File: config.mk
export PLATFORM = sky130hd
export DESIGN_NAME = clkdv_gen_multi
export DESIGN_NICKNAME = d
export VERILOG_FILES = /design/src/rtl/clkdv_gen_multi.sv
export SDC_FILE = /design/constraint.sdc
export NUM_CORES = 1
export LEC_CHECK = 0
export CAP_MARGIN = 10
export CORE_MARGIN = 2
export CORE_UTILIZATION = 55
export DETAILED_ROUTE_END_ITERATION = 6
export HOLD_SLACK_MARGIN = 0.05
export PLACE_DENSITY = 0.78
export SLEW_MARGIN = 20
export SYNTH_ARGS = -nofsm -noshare
export SYNTH_HDL_FRONTEND = slang
export SYNTH_SLANG_ARGS = --single-unit
File: constraint.sdc
create_clock -name clkin -period 3.3 [get_ports clkin]
set_clock_uncertainty 0.05 [all_clocks]
set_input_delay 0.495 -clock clkin [delete_from_list [all_inputs] [get_ports clkin]]
set_output_delay 0.495 -clock clkin [all_outputs]
set_load 0.03 [all_outputs]
File: src/rtl/clkdv_gen_multi.sv
// clkdv_gen_multi: multi-channel integer clock divider with lock sequencing.
// Produces CHANNELS phase-aligned divided clocks and matching one-cycle
// clock enables from clkin. Outputs stay low until a programmable settle
// time has elapsed, and drop and re-lock whenever the divide values change.
module clkdv_gen_multi #(
    parameter int CHANNELS              = 4,
    parameter int DIV_W                 = 8,
    parameter int DIV_DEFAULT           = 2,
    parameter int LOCK_CYCLES           = 16,
    parameter int DUTY_CYCLE_CORRECTION = 1
) (
    input  logic                      clkin,
    input  logic                      rst_n,
    input  logic                      en,
    input  logic [CHANNELS*DIV_W-1:0] div_val,
    input  logic                      div_load,
    output logic [CHANNELS-1:0]       clkdv,
    output logic [CHANNELS-1:0]       ce,
    output logic                      locked,
    output logic                      busy
);

    typedef enum logic [1:0] {
        S_IDLE    = 2'd0,
        S_LOCKING = 2'd1,
        S_LOCKED  = 2'd2
    } state_t;

    localparam int               LCW       = $clog2(LOCK_CYCLES + 1);
    localparam logic [LCW-1:0]   LOCK_LAST = LCW'(LOCK_CYCLES - 1);
    localparam logic [DIV_W-1:0] N_DEF     = DIV_W'(DIV_DEFAULT);
    localparam logic [DIV_W-1:0] N_MIN     = DIV_W'(2);

    state_t           state, state_next;
    logic [LCW-1:0]   lock_cnt, lock_cnt_next;
    logic [DIV_W-1:0] n_q     [CHANNELS];
    logic [DIV_W-1:0] cnt_q   [CHANNELS];
    logic [DIV_W-1:0] cnt_nxt [CHANNELS];
    logic [CHANNELS-1:0] hi_nxt, ce_nxt;
    logic start_run, run_ch;

    // Divide values of 0 and 1 cannot form a clock, so they are raised to 2.
    function automatic logic [DIV_W-1:0] clamp_div(input logic [DIV_W-1:0] v);
        return (v < N_MIN) ? N_MIN : v;
    endfunction

    // State and lock counter registers.
    always_ff @(posedge clkin or negedge rst_n) begin
        if (!rst_n) begin
            state    <= S_IDLE;
            lock_cnt <= '0;
        end else begin
            // NOTE: sequential state uses non-blocking assignments so every flop
            // samples pre-edge values regardless of statement order.
            state    <= state_next;
            lock_cnt <= lock_cnt_next;
        end
    end

    // Next-state logic: EN low wins everywhere; a load restarts the settle time.
    always_comb begin
        // NOTE: defaults first so no branch leaves a signal unassigned,
        // which would otherwise infer a latch.
        state_next    = state;
        lock_cnt_next = lock_cnt;
        if (!en) begin
            state_next    = S_IDLE;
            lock_cnt_next = '0;
        end else begin
            case (state)
                S_IDLE: begin
                    state_next    = S_LOCKING;
                    lock_cnt_next = '0;
                end
                S_LOCKING: begin
                    if (div_load) begin
                        lock_cnt_next = '0;
                    end else if (lock_cnt == LOCK_LAST) begin
                        state_next = S_LOCKED;
                    end else begin
                        lock_cnt_next = lock_cnt + 1'b1;
                    end
                end
                S_LOCKED: begin
                    if (div_load) begin
                        state_next    = S_LOCKING;
                        lock_cnt_next = '0;
                    end
                end
                default: state_next = S_IDLE;
            endcase
        end
    end

    assign start_run = (state_next == S_LOCKED) && (state != S_LOCKED);
    assign run_ch    = (state_next == S_LOCKED) && (state == S_LOCKED);

    // Status flags registered from the next state so they align with clkdv.
    always_ff @(posedge clkin or negedge rst_n) begin
        if (!rst_n) begin
            locked <= 1'b0;
            busy   <= 1'b0;
        end else begin
            locked <= (state_next == S_LOCKED);
            busy   <= (state_next == S_LOCKING);
        end
    end

    // Divide registers capture clamped values on every load, in any state.
    always_ff @(posedge clkin or negedge rst_n) begin
        if (!rst_n) begin
            // NOTE: this small register array is reset explicitly; it holds
            // configuration, not bulk storage, so it must come up defined.
            for (int i = 0; i < CHANNELS; i++) n_q[i] <= N_DEF;
        end else if (div_load) begin
            for (int i = 0; i < CHANNELS; i++)
                n_q[i] <= clamp_div(div_val[i*DIV_W +: DIV_W]);
        end
    end

    // Per-channel next phase and the output levels that phase implies.
    always_comb begin
        hi_nxt = '0;
        ce_nxt = '0;
        for (int i = 0; i < CHANNELS; i++) begin
            cnt_nxt[i] = (cnt_q[i] == n_q[i] - 1'b1) ? '0 : cnt_q[i] + 1'b1;
            ce_nxt[i]  = (cnt_nxt[i] == '0);
            if (DUTY_CYCLE_CORRECTION != 0)
                hi_nxt[i] = (cnt_nxt[i] < (n_q[i] - (n_q[i] >> 1)));
            else
                hi_nxt[i] = ce_nxt[i];
        end
    end

    // Channel counters and outputs: all start high together on the lock edge.
    always_ff @(posedge clkin or negedge rst_n) begin
        if (!rst_n) begin
            clkdv <= '0;
            ce    <= '0;
            for (int i = 0; i < CHANNELS; i++) cnt_q[i] <= '0;
        end else if (start_run) begin
            clkdv <= '1;
            ce    <= '1;
            for (int i = 0; i < CHANNELS; i++) cnt_q[i] <= '0;
        end else if (run_ch) begin
            clkdv <= hi_nxt;
            ce    <= ce_nxt;
            for (int i = 0; i < CHANNELS; i++) cnt_q[i] <= cnt_nxt[i];
        end else begin
            clkdv <= '0;
            ce    <= '0;
            for (int i = 0; i < CHANNELS; i++) cnt_q[i] <= '0;
        end
    end

endmodule

==> results.txt, run 1 <==
- Flop and latch count out of synthesis: 81
- The clock tree synthesis step divided the H-tree into 3 levels.
- The worst pin sits at a relative slew slack of 51.1%.
- Global routing consumed, on the met1 layer, 28.0% of the routing resources.
- After the last flow step, the layout net total stands at 931.
- Entering global routing, the biggest net connects 82 pins.
* Die Y-Extent: 113 µm
- The multi-input combinational cells in the finished layout cover a total of 0.00440 mm².
- Dividing the detail-routed wire length by the instance count gives 16.0 µm.
- Slew Viols, Final: 0
* Gr ovfl total: 0
* Mapped Nets: 859
- Synthesized-area fraction occupied by ao, oa, aoi and oai cells: 12.5%
- In this run the worst hold path is classified as primary input to async pin.
- Data required time of the worst path: 3.52 ns
* Placement-stage cell area: 0.00731 mm²
- The detailed router finished its first iteration with 214 violations.
- The die is 113 µm wide.
- Each instance of the synthesized netlist takes up on average 9.09 µm².
- Sequential element share of the synthesized area: 30.8%
- Sum of routed wire length over all layers: 15.1 mm
* Internal power consumption: 1980 µW
- Io pins: 46
- STA classifies the critical path startpoint as a register.
- Time the final worst path needs with I/O delays and setup: 3.47 ns
- The first global-routing pass estimated 23.8 mm of wire.
- Global routing consumed, on the met3 layer, 2.82% of the routing resources.
- Clock latency of the later-clocked register in the worst-skew pair: 0.35 ns
- The congestion estimate from routability-driven global placement came to 0.875.
* Most used cell along the critical path: ha_1
- Nature of the critical path endpoint: register
- Relative to the synthesized area, the layout overhead comes to 19.5%.
* Total iterations of the first detailed-routing run: 5
* Final clock period utilization by the worst path: 105%
* Power per unit of standard cell area: 377 mW/mm²
- In this run the cell area of the synthesized design comes to 0.00659 mm².
- For this configuration, the core starts out at a cell density of 57.0%.
* Register-to-register path setup slack: -0.17 ns
- Clock tree from TritonCTS: yes
* Warnings from Yosys: 0
- In the post-route analysis, the smallest setup slack over all paths is -0.169 ns.
- Registers are responsible for 36.3% of the overall power.
- Worst flop-to-flop path startpoint: n_q[25]
* Hold WS: 0.133 ns
- Before CTS, the worst setup slack after placement is -0.119 ns.
* Antenna violations before repair: 0
- Setup repair after global routing could not meet its margin everywhere.
* Share of the synthesized netlist area taken by xor and xnor gates: 13.0%
- Setup Viol. Count Final: 1
- Number of placement rows: 39
- Counting cells, the worst reg-to-reg path comes to 15.
* Final HPWL from detailed placement: 11.0 mm
* Via count of the first global-routing pass: 5,287
- Sw Pwr: 983 µW
- Final cell count without fillers: 945
* Buffer type at the clock tree root: clkbuf_16
- Status: finished with violations
- Share of power burned in combinational logic: 32.0%
- The checks that failed: setup timing.
- Number of placed cells counting well taps: 919
- Delay of the slowest critical-path stage: 0.58 ns
* ANT nets after route: 0
* Multiplexer share of the synthesized area: 0.323%
- The total area inside the core boundary comes to 0.0116 mm².
- The slowest stage of the critical path belongs to the cell dfstp_2.
- Routing layer with the top usage in global route: met2
- Met2 capacity usage during global routing: 41.0%
* Combinational family with the most area after synthesis: adder cells
- Traced cell by cell, the critical path runs through inv_2, ha_1, nor2b_4, nand2_2, xnor2_1, nor4_2, and4_4, nor2_1, ha_1, a21oi_2, o21ai_2, or3_4, o21ai_4, nor3b_1, a21oi_1.
- Per report_power, the clock group accounts for 31.7% of the total.
- Synthesis produced a netlist whose cell count is 725.
- Tightest Pin Transition: 0.734 ns
- Clk buf depth: 2
- Area fraction in and, or, nand and nor cells after synthesis: 18.8%
* Most instantiated flip-flop cell in the synthesis netlist: dfrtp_1
- Across every metal layer, demand over resource in global routing totals 23.0%.
- The finished cells cover 0.00788 mm².
- R2r endpoint: clkdv[0]
- Counting flops with a built-in enable in the synthesized netlist gives 0.
- Summing the areas of all fa, ha and maj instances in the mapped netlist gives 19.1% of the synthesized area.
* Switching power as a share of total power: 33.1%
* Via count: 5,494
- Lkg Pwr: 0.00356 µW
- For this run, design rule violations remaining after detail routing come to 0.
- 0 antenna diodes ended up in the layout.
- Total CTS buffers: 9
* Fillcell total: 893
- Clock sink total: 81
- Port bufs: 45
* Area enclosed by the die boundary: 0.0129 mm²
* FFs w/ async S/R, synth: 100%
- The number of different library cells used by synthesis comes to 58.
* Crit path arrival time: 3.68 ns
- Share of post-route cells with drive strength above 1: 14.7%
- The tool flagged a number of max-cap violations equal to 0.
* Kind of critical path: register to register
* Seq. cell area: 0.00203 mm²
- Largest fanout of any net on the critical path: 5
* Final Hold Violating Endpoints: 0
- Clock-pin slew on the worst setup and hold paths: 0.06 ns
- Buffers inserted to repair hold after CTS numbered 0.
- For this run, the top clock speed supported by timing is 288 MHz.
* Vias per cell: 5.81
- Peak ir drop on the vdd network: 224 µV
[worst max-delay path: cells and delay by family (launching register included)]
kind | cells | cell delay, ns
xor gates and xnor gates | 1 | 0.09
DFF | 1 | 0.58
adders and majority gates | 2 | 0.54
AOI/OAI and AO/OA | 4 | 0.59
and+or+nand+nor | 7 | 1.48
buffers and inverters | 1 | 0.06
[per-layer routing]
| layer | part of all wire (%) | vias to the layer above |
|---|---|---|
| met2 | 51 | 142 |
| met4 | 2.7 | 0 |
| met3 | 3.7 | 33 |
| li1 | - | 2645 |
| met5 | 0 | - |
| met1 | 43 | 2674 |
[cell usage in the layout, fill, tap and decap left out, types with 7 or more instances in the layout]
| cell | netlist | routed |
|---|---|---|
| inv_2 | 0 | 9 |
| ha_1 | 94 | 89 |
| o21ai_1 | 0 | 10 |
| nor3_1 | 32 | 31 |
| inv_1 | 63 | 53 |
| nand2_1 | 51 | 50 |
| clkdlybuf4s50_1 | 0 | 43 |
| nor2_1 | 51 | 51 |
| nor2b_1 | 11 | 9 |
| dfrtp_1 | 77 | 77 |
| nand2b_1 | 10 | 10 |
| xor2_1 | 37 | 36 |
| buf_4 | 4 | 36 |
| a21oi_1 | 32 | 26 |
| nand3_1 | 20 | 19 |
| xnor2_1 | 59 | 59 |
| nand4_1 | 10 | 10 |
| clkbuf_16 | 0 | 9 |
| and3_1 | 7 | 7 |
| o21ai_0 | 47 | 35 |
[state kept, by name, summed over array words and instances, names as in the netlist]
signal    count
busy          1
ce            4
clkdv         4
cnt_q        32
lock_cnt      5
locked        1
n_q          32
state         2
[cell families (layout without fill, tap and decap cells)]
family | count (synthesis) | count (layout)
adder cells (fa/ha/maj) | 98 | 98
buffers and inverters | 86 | 163
AND/OR/NAND/NOR | 232 | 232
flip-flops | 81 | 81
multiplexers | 2 | 2
AO/OA/AOI/OAI | 129 | 129
XOR/XNOR | 97 | 97
[timing repair]
action	in CTS	in global routing
setup endpoints to repair	3	4
setup buffers	1	9
gates resized for setup	15	54
gates cloned	0	0
pin swaps	11	34
[power groups by stage]
stage	Sequential [µW]	Combinational, µW	Clock, µW
finish	1080	950	941
global route	1080	1050	995
CTS	1070	885	951
detailed placement	1090	862	0
global placement	1090	812	0
floorplan	1090	593	0
[cells in the mapped netlist (6+ instances only)]
cell type	instances	area (µm²)
a21oi_1	32	160
and3_1	7	43.8
clkbuf_1	13	48.8
dfrtp_1	77	1930
ha_1	94	1180
inv_1	63	236
nand2_1	51	191
nand2b_1	10	62.6
nand3_1	20	100
nand4_1	10	62.6
nor2_1	51	191
nor2b_1	11	68.8
nor3_1	32	160
nor3b_1	7	52.6
o21ai_0	47	235
o22ai_1	6	37.5
xnor2_1	59	517
xor2_1	37	324
[through the flow]
step | setup TNS, ns | total power (µW) | utilization [%]
3_5_place_dp | -0.238 | 1950 | 63.2
4_1_cts | -0.0330 | 2910 | 65.9
5_1_grt | -0.492 | 3120 | 68.1
2_1_floorplan | 0 | 1680 | -
6_report | -0.169 | 2970 | 68.1
3_3_place_gp | 0 | 1900 | 63.2
[how the worst max path moves through the flow]
| stage | startpoint | endpoint | cells after the start |
|---|---|---|---|
| 2_1_floorplan | n_q[25] | clkdv[0] | 15 |
| 3_3_place_gp | n_q[18] | clkdv[1] | 12 |
| 3_5_place_dp | n_q[25] | clkdv[0] | 14 |
| 4_1_cts | n_q[25] | clkdv[0] | 16 |
| 5_1_grt | n_q[25] | clkdv[0] | 15 |
| 6_report | n_q[25] | clkdv[0] | 15 |
[cell type report]
class	count	area share (%)
Multi-Input combinational cell	558	55.9
Sequential cell	81	25.8
Timing Repair Buffer	84	9.53
Inverter	63	3.03
Clock buffer	9	2.86
Tap cell	143	2.27
Clock inverter	7	0.604
Power figures use the tool's default switching activity.
==> run 2, diff against run 1 <==
==> constraint.sdc (replaced) <==
create_clock -name clkin -period 3.3 [get_ports clkin]
set_clock_uncertainty 0.05 [all_clocks]
set_input_delay 0.495 -clock clkin [delete_from_list [all_inputs] [get_ports clkin]]
set_output_delay 0.495 -clock clkin [all_outputs]
set_load 0.01 [all_outputs]
==> results of run 2 <==
The final DEF is identical to that of run 1. Status: finished with violations: setup timing.
Among the figures that moved: total power 2970 µW -> 2960 µW
==> RTL edit 1: new RTL, flow settings as in run 1 <==
`DIV_W`: 8 -> 9.
--- a/src/rtl/clkdv_gen_multi.sv
+++ b/src/rtl/clkdv_gen_multi.sv
@@ -5,5 +5,5 @@
 module clkdv_gen_multi #(
     parameter int CHANNELS              = 4,
-    parameter int DIV_W                 = 8,
+    parameter int DIV_W                 = 9,
     parameter int DIV_DEFAULT           = 2,
     parameter int LOCK_CYCLES           = 16,
Ports: changed (resized div_val); port bits go from 46 to 50. The function was not compared with the original's and may differ.
==> RTL edit 1 against run 1 <==
The run still ends with setup timing left; synthesized cell count rose by 14%; total power rose by 15%; combinational power rose by 27%; routed wire length rose by 15%; sequential cell count rose by 8; cell area rose by 15%; area after synthesis rose by 12%; highest routed layer unchanged; worst setup slack improved by 0.14 ns; count of clock-buffer cells in the layout rose by 2.
==> RTL edit 1: results (changes against run 1) <==
stage;metric;value;unit;change
run_status;outcome;complete, but fails checks;;
run_status;violations;setup timing;;
placement;place.port_buffers;49;;+8.9%
placement;postPlaceCellArea;8324;um^2;+14%
yosys;syn_nets;977;;+14%
setup_path;critPathMaxStageDelay;0.42;ns;-0.16 ns
placement;pre_cts_ws;-0.1807;ns;-0.06188 ns
routing;viasPerCell;5.624;;-3.3%
setup_path;worstPathArrival;3.52;ns;-0.16 ns
routing;initialDrtViolationCount;413;;+93%
yosys;seq_area_frac_synth;30.34;%;-0.48 points
timing;slew_headroom;50.57;%;-0.52 points
timing;setup_viol;2;;+1
global_routing;grt_pass1_wl;27790;um;+17%
cts;clk_latency;0.35;ns;about the same
routing;drt_wl_total;17470;um;+15%
cells_and_area;layout-drive-gt1-share;17.40;%;+2.7 points
yosys;synthTopCellsByArea;dfrtp_1, ha_1, xnor2_1;;
yosys;synthTopCellsByCount;ha_1, dfrtp_1, nor2_1;;
yosys;ys_types;60;;+3.4%
global_routing;track_usage;23.96;%;+0.97 points
cts;clk_pin_slew_worst_paths;0.06;ns;about the same
setup_path;cp_max_fo;4;;-1
timing;worst_slack;-0.02738;ns;+0.1412 ns
placement;dp_hpwl;12540;um;+14%
-- RTL edit 1: changes by cell type after synthesis, moves of 4 or more --
cell | run 1 | this run
nor2_1 | 51 | 79
nand2_1 | 51 | 65
nand3_1 | 20 | 33
ha_1 | 94 | 106
xnor2_1 | 59 | 68
dfrtp_1 | 77 | 85
a21o_1 | 0 | 7
nor4_1 | 3 | 10
a21oi_1 | 32 | 26
nor3b_1 | 7 | 1
a221oi_1 | 4 | 8
nand4b_1 | 5 | 1
o31a_1 | 1 | 5
o41ai_1 | 4 | 0
-- RTL edit 1: final timing paths --
path | start | slack [ns] | end | cells past startpoint
max in group asynchronous | rst_n | 2.42 | n_q[6]$_DFFE_PN0P_ | 2
max | n_q[9]$_DFFE_PN0P_ | -0.03 | clkdv[2]$_DFF_PN0_ | 15
max reg2reg | n_q[9]$_DFFE_PN0P_ | -0.03 | clkdv[2]$_DFF_PN0_ | 15
min | rst_n | 0.11 | n_q[11]$_DFFE_PN0P_ | 1
min in group clkin | lock_cnt[3]$_DFFE_PN0P_ | 0.42 | lock_cnt[3]$_DFFE_PN0P_ | 1
min reg2reg | lock_cnt[3]$_DFFE_PN0P_ | 0.42 | lock_cnt[3]$_DFFE_PN0P_ | 1
-- RTL edit 1: logic make-up (layout without fill, tap and decap cells) --
logic type / count (synthesis) / count (layout) / share of synthesized area (%)
AND/OR/NAND/NOR: 294 / 294 / 20.54
AO/OA/AOI/OAI: 138 / 138 / 11.96
XOR/XNOR: 108 / 108 / 13.04
multiplexers: 2 / 2 / 0.2721
adder cells (fa/ha/maj): 110 / 110 / 19.12
flip-flops: 89 / 89 / 30.34
buffers and inverters: 86 / 196 / 4.728
-- RTL edit 1: area by class of cell --
type	instances	area [um^2]
Clock buffer	11	252.7
Sequential cell	89	2232
Timing Repair Buffer	117	1005
Inverter	63	241.5
Clock inverter	5	30.03
Fill cell	1007	4041
Tap cell	176	220.2
Multi-Input combinational cell	652	5115
-- RTL edit 1: metal layers --
layer | share of wire, % | up-vias | global-route usage (%)
met2 | 49 | 155 | 40.43
met5 | 0 | - | 0
li1 | - | 3079 | -
met4 | 2.7 | 0 | 8.015
met1 | 44 | 2981 | 31.61
met3 | 4.0 | 44 | 3.517
-- RTL edit 1: timing repair --
action	CTS	global route
pin swaps	1	55
resized for setup	7	81
setup buffers	3	15
setup endpoints to repair	4	4
-- RTL edit 1: report_power, final --
| part | switching [mW] | total [mW] | internal (mW) | leakage, nW |
|---|---|---|---|---|
| combinational | 0.633 | 1.21 | 0.581 | 2.88 |
| clock | 0.458 | 1.01 | 0.548 | 0.137 |
| sequential | 0.0416 | 1.18 | 1.14 | 1.17 |
==> RTL edit 2: new RTL, settings of run 1 <==
Without the edit above. Register the inputs `en`, `div_val` and `div_load` before use, without a reset. The logic sees them one clock later.
--- a/src/rtl/clkdv_gen_multi.sv
+++ b/src/rtl/clkdv_gen_multi.sv
@@ -32,4 +32,14 @@
     localparam logic [DIV_W-1:0] N_MIN     = DIV_W'(2);
 
+    logic en_q;
+    logic [CHANNELS*DIV_W-1:0] div_val_q;
+    logic div_load_q;
+
+    always_ff @(posedge clkin) begin
+        en_q       <= en;
+        div_val_q  <= div_val;
+        div_load_q <= div_load;
+    end
+
     state_t           state, state_next;
     logic [LCW-1:0]   lock_cnt, lock_cnt_next;
@@ -64,5 +74,5 @@
         state_next    = state;
         lock_cnt_next = lock_cnt;
-        if (!en) begin
+        if (!en_q) begin
             state_next    = S_IDLE;
             lock_cnt_next = '0;
@@ -74,5 +84,5 @@
                 end
                 S_LOCKING: begin
-                    if (div_load) begin
+                    if (div_load_q) begin
                         lock_cnt_next = '0;
                     end else if (lock_cnt == LOCK_LAST) begin
@@ -83,5 +93,5 @@
                 end
                 S_LOCKED: begin
-                    if (div_load) begin
+                    if (div_load_q) begin
                         state_next    = S_LOCKING;
                         lock_cnt_next = '0;
@@ -113,7 +123,7 @@
             // configuration, not bulk storage, so it must come up defined.
             for (int i = 0; i < CHANNELS; i++) n_q[i] <= N_DEF;
-        end else if (div_load) begin
+        end else if (div_load_q) begin
             for (int i = 0; i < CHANNELS; i++)
-                n_q[i] <= clamp_div(div_val[i*DIV_W +: DIV_W]);
+                n_q[i] <= clamp_div(div_val_q[i*DIV_W +: DIV_W]);
         end
     end
Formal check against the unedited RTL: not equivalent (a bounded check fails within 4 cycles, from zero or initial values and one cycle with rst_n low).
==> RTL edit 2 against run 1 <==
Sequential power is 41% higher; routed wire length is 6.4% higher; combinational power is 1% lower; cell area is 14% higher; largest cell class unchanged; area after synthesis is 10% higher; critical path type unchanged; total power is 46% higher; sequential cell count is 34 higher; worst setup slack better by 0.16 ns; non-clock buffer count is 4 higher; the run still ends with setup timing left; largest power group is now clock; fmax is 4.7% higher.
==> RTL edit 2: results (changes against run 1) <==
stage;metric;value;unit;change
setup_path;cp_max_fo;4;;-1
global_routing;use_met1;26.35;%;-1.6 points
yosys;synthTopCellsByArea;dfrtp_1, ha_1, dfxtp_1;;
run_status;violations;setup timing;;
routing;wl_per_cell;15.61;um;-2.6%
routing;met1_length;6637;um;+2.9%
cts;clk_latency;0.42;ns;+0.07 ns
min_path;hold_class;in2async;;
timing;worst_slack;-0.01166;ns;+0.1569 ns
placement;dp_hpwl;11290;um;+2.6%
cells_and_area;fin_nets;977;;+4.9%
cells_and_area;fillers;930;;+4.1%
global_routing;grt_pass1_wl;26500;um;+11%
global_routing;first_global_vias;5845;;+11%
routing;wl_met2;8594;um;+11%
setup_path;r2r-start;n_q[1]$_DFFE_PN1P_;;
routing;initialDrtViolationCount;397;;+86%
pwr;seqPwrFrac;35.2;%;-1.1 points
cells_and_area;layout-drive-gt1-share;16.24;%;+1.5 points
timing;whs;0.05239;ns;-0.08061 ns
cts;htreeDepth;4;;+1
yosys;syn_nets;893;;+4.0%
setup_path;reg2reg_depth;16;;+1
setup_path;worstPathArrival;3.60;ns;-0.08 ns
setup_path;ff2ff_setup_slack;-0.01;ns;+0.16 ns
yosys;synthArstFlopShare;70.43;%;-30 points
timing;setup_viol;1;;unchanged
timing;slew_headroom;49.78;%;-1.3 points
global_routing;grtUsageMet3;4.981;%;+2.2 points
yosys;seq_area_frac_synth;37.30;%;+6.5 points
run_status;outcome;complete, but fails checks;;
cts;numCtsBuffers;17;;+8
pwr;p_int;3.141;mW;+58%
yosys;synth_xor_area_share;11.78;%;-1.2 points
yosys;synth_fa_ha_area_share;17.27;%;-1.8 points
pwr;vdd_drop_max;390.8;uV;+74%
placement;pre_cts_ws;-0.1732;ns;-0.05436 ns
placement;gp_congestion;0.9348;;+6.9%
global_routing;track_usage;23.48;%;+0.49 points
pwr;combPwrFrac;21.7;%;-10 points
routing;viasPerCell;5.452;;-6.2%
yosys;ys_types;59;;+1.7%
setup_path;critPathMaxStageDelay;0.60;ns;+0.02 ns
yosys;synth_compound_area_share;11.34;%;-1.2 points
die;dieWidth;119.0;um;+4.9%
pwr;leakagePower;4.034;nW;+13%
setup_path;path_delay_family;compound AO/OA/AOI/OAI gates;;
routing;route.met3.wl;539;um;-4.6%
yosys;synthMuxAreaShare;0.2924;%;-0.030 points
global_routing;grt_use_met2;42.67;%;+1.6 points
setup_path;crit_end;clkdv[3]$_DFF_PN0_;;
cells_and_area;top_regs;cnt_q (32), div_val_q (32), n_q (32);;
==> RTL edit 2: cell type report <==
type                            count  area [um^2]  share of cell area [%]
Sequential cell                   115         2714                   30.24
Inverter                           63        239.0                   2.663
Clock buffer                       22        464.2                   5.172
Timing Repair Buffer               88        794.5                   8.853
Clock inverter                     10        132.6                   1.478
Tap cell                          176        220.2                   2.454
Multi-Input combinational cell    558         4410                   49.14
==> RTL edit 2: what timing repair did <==
item                                    in CTS  in global routing
setup buffers                                4                 16
pin swaps                                   20                 29
gates resized for setup                     29                 44
endpoints found under the setup margin       3                  4
==> RTL edit 2: per-stage QoR <==
stage	power (mW)	util [%]	cells	TNS [ns]	cell area, um^2
floorplan	2.124	-	759	0	7277
global placement	2.329	61.05	980	0	7989
detailed placement	2.378	61.05	980	-0.3447	7989
CTS	4.270	66.42	1016	-0.07289	8691
global route	4.535	68.59	1032	-0.4441	8975
finish	4.330	68.59	1032	-0.01166	8975
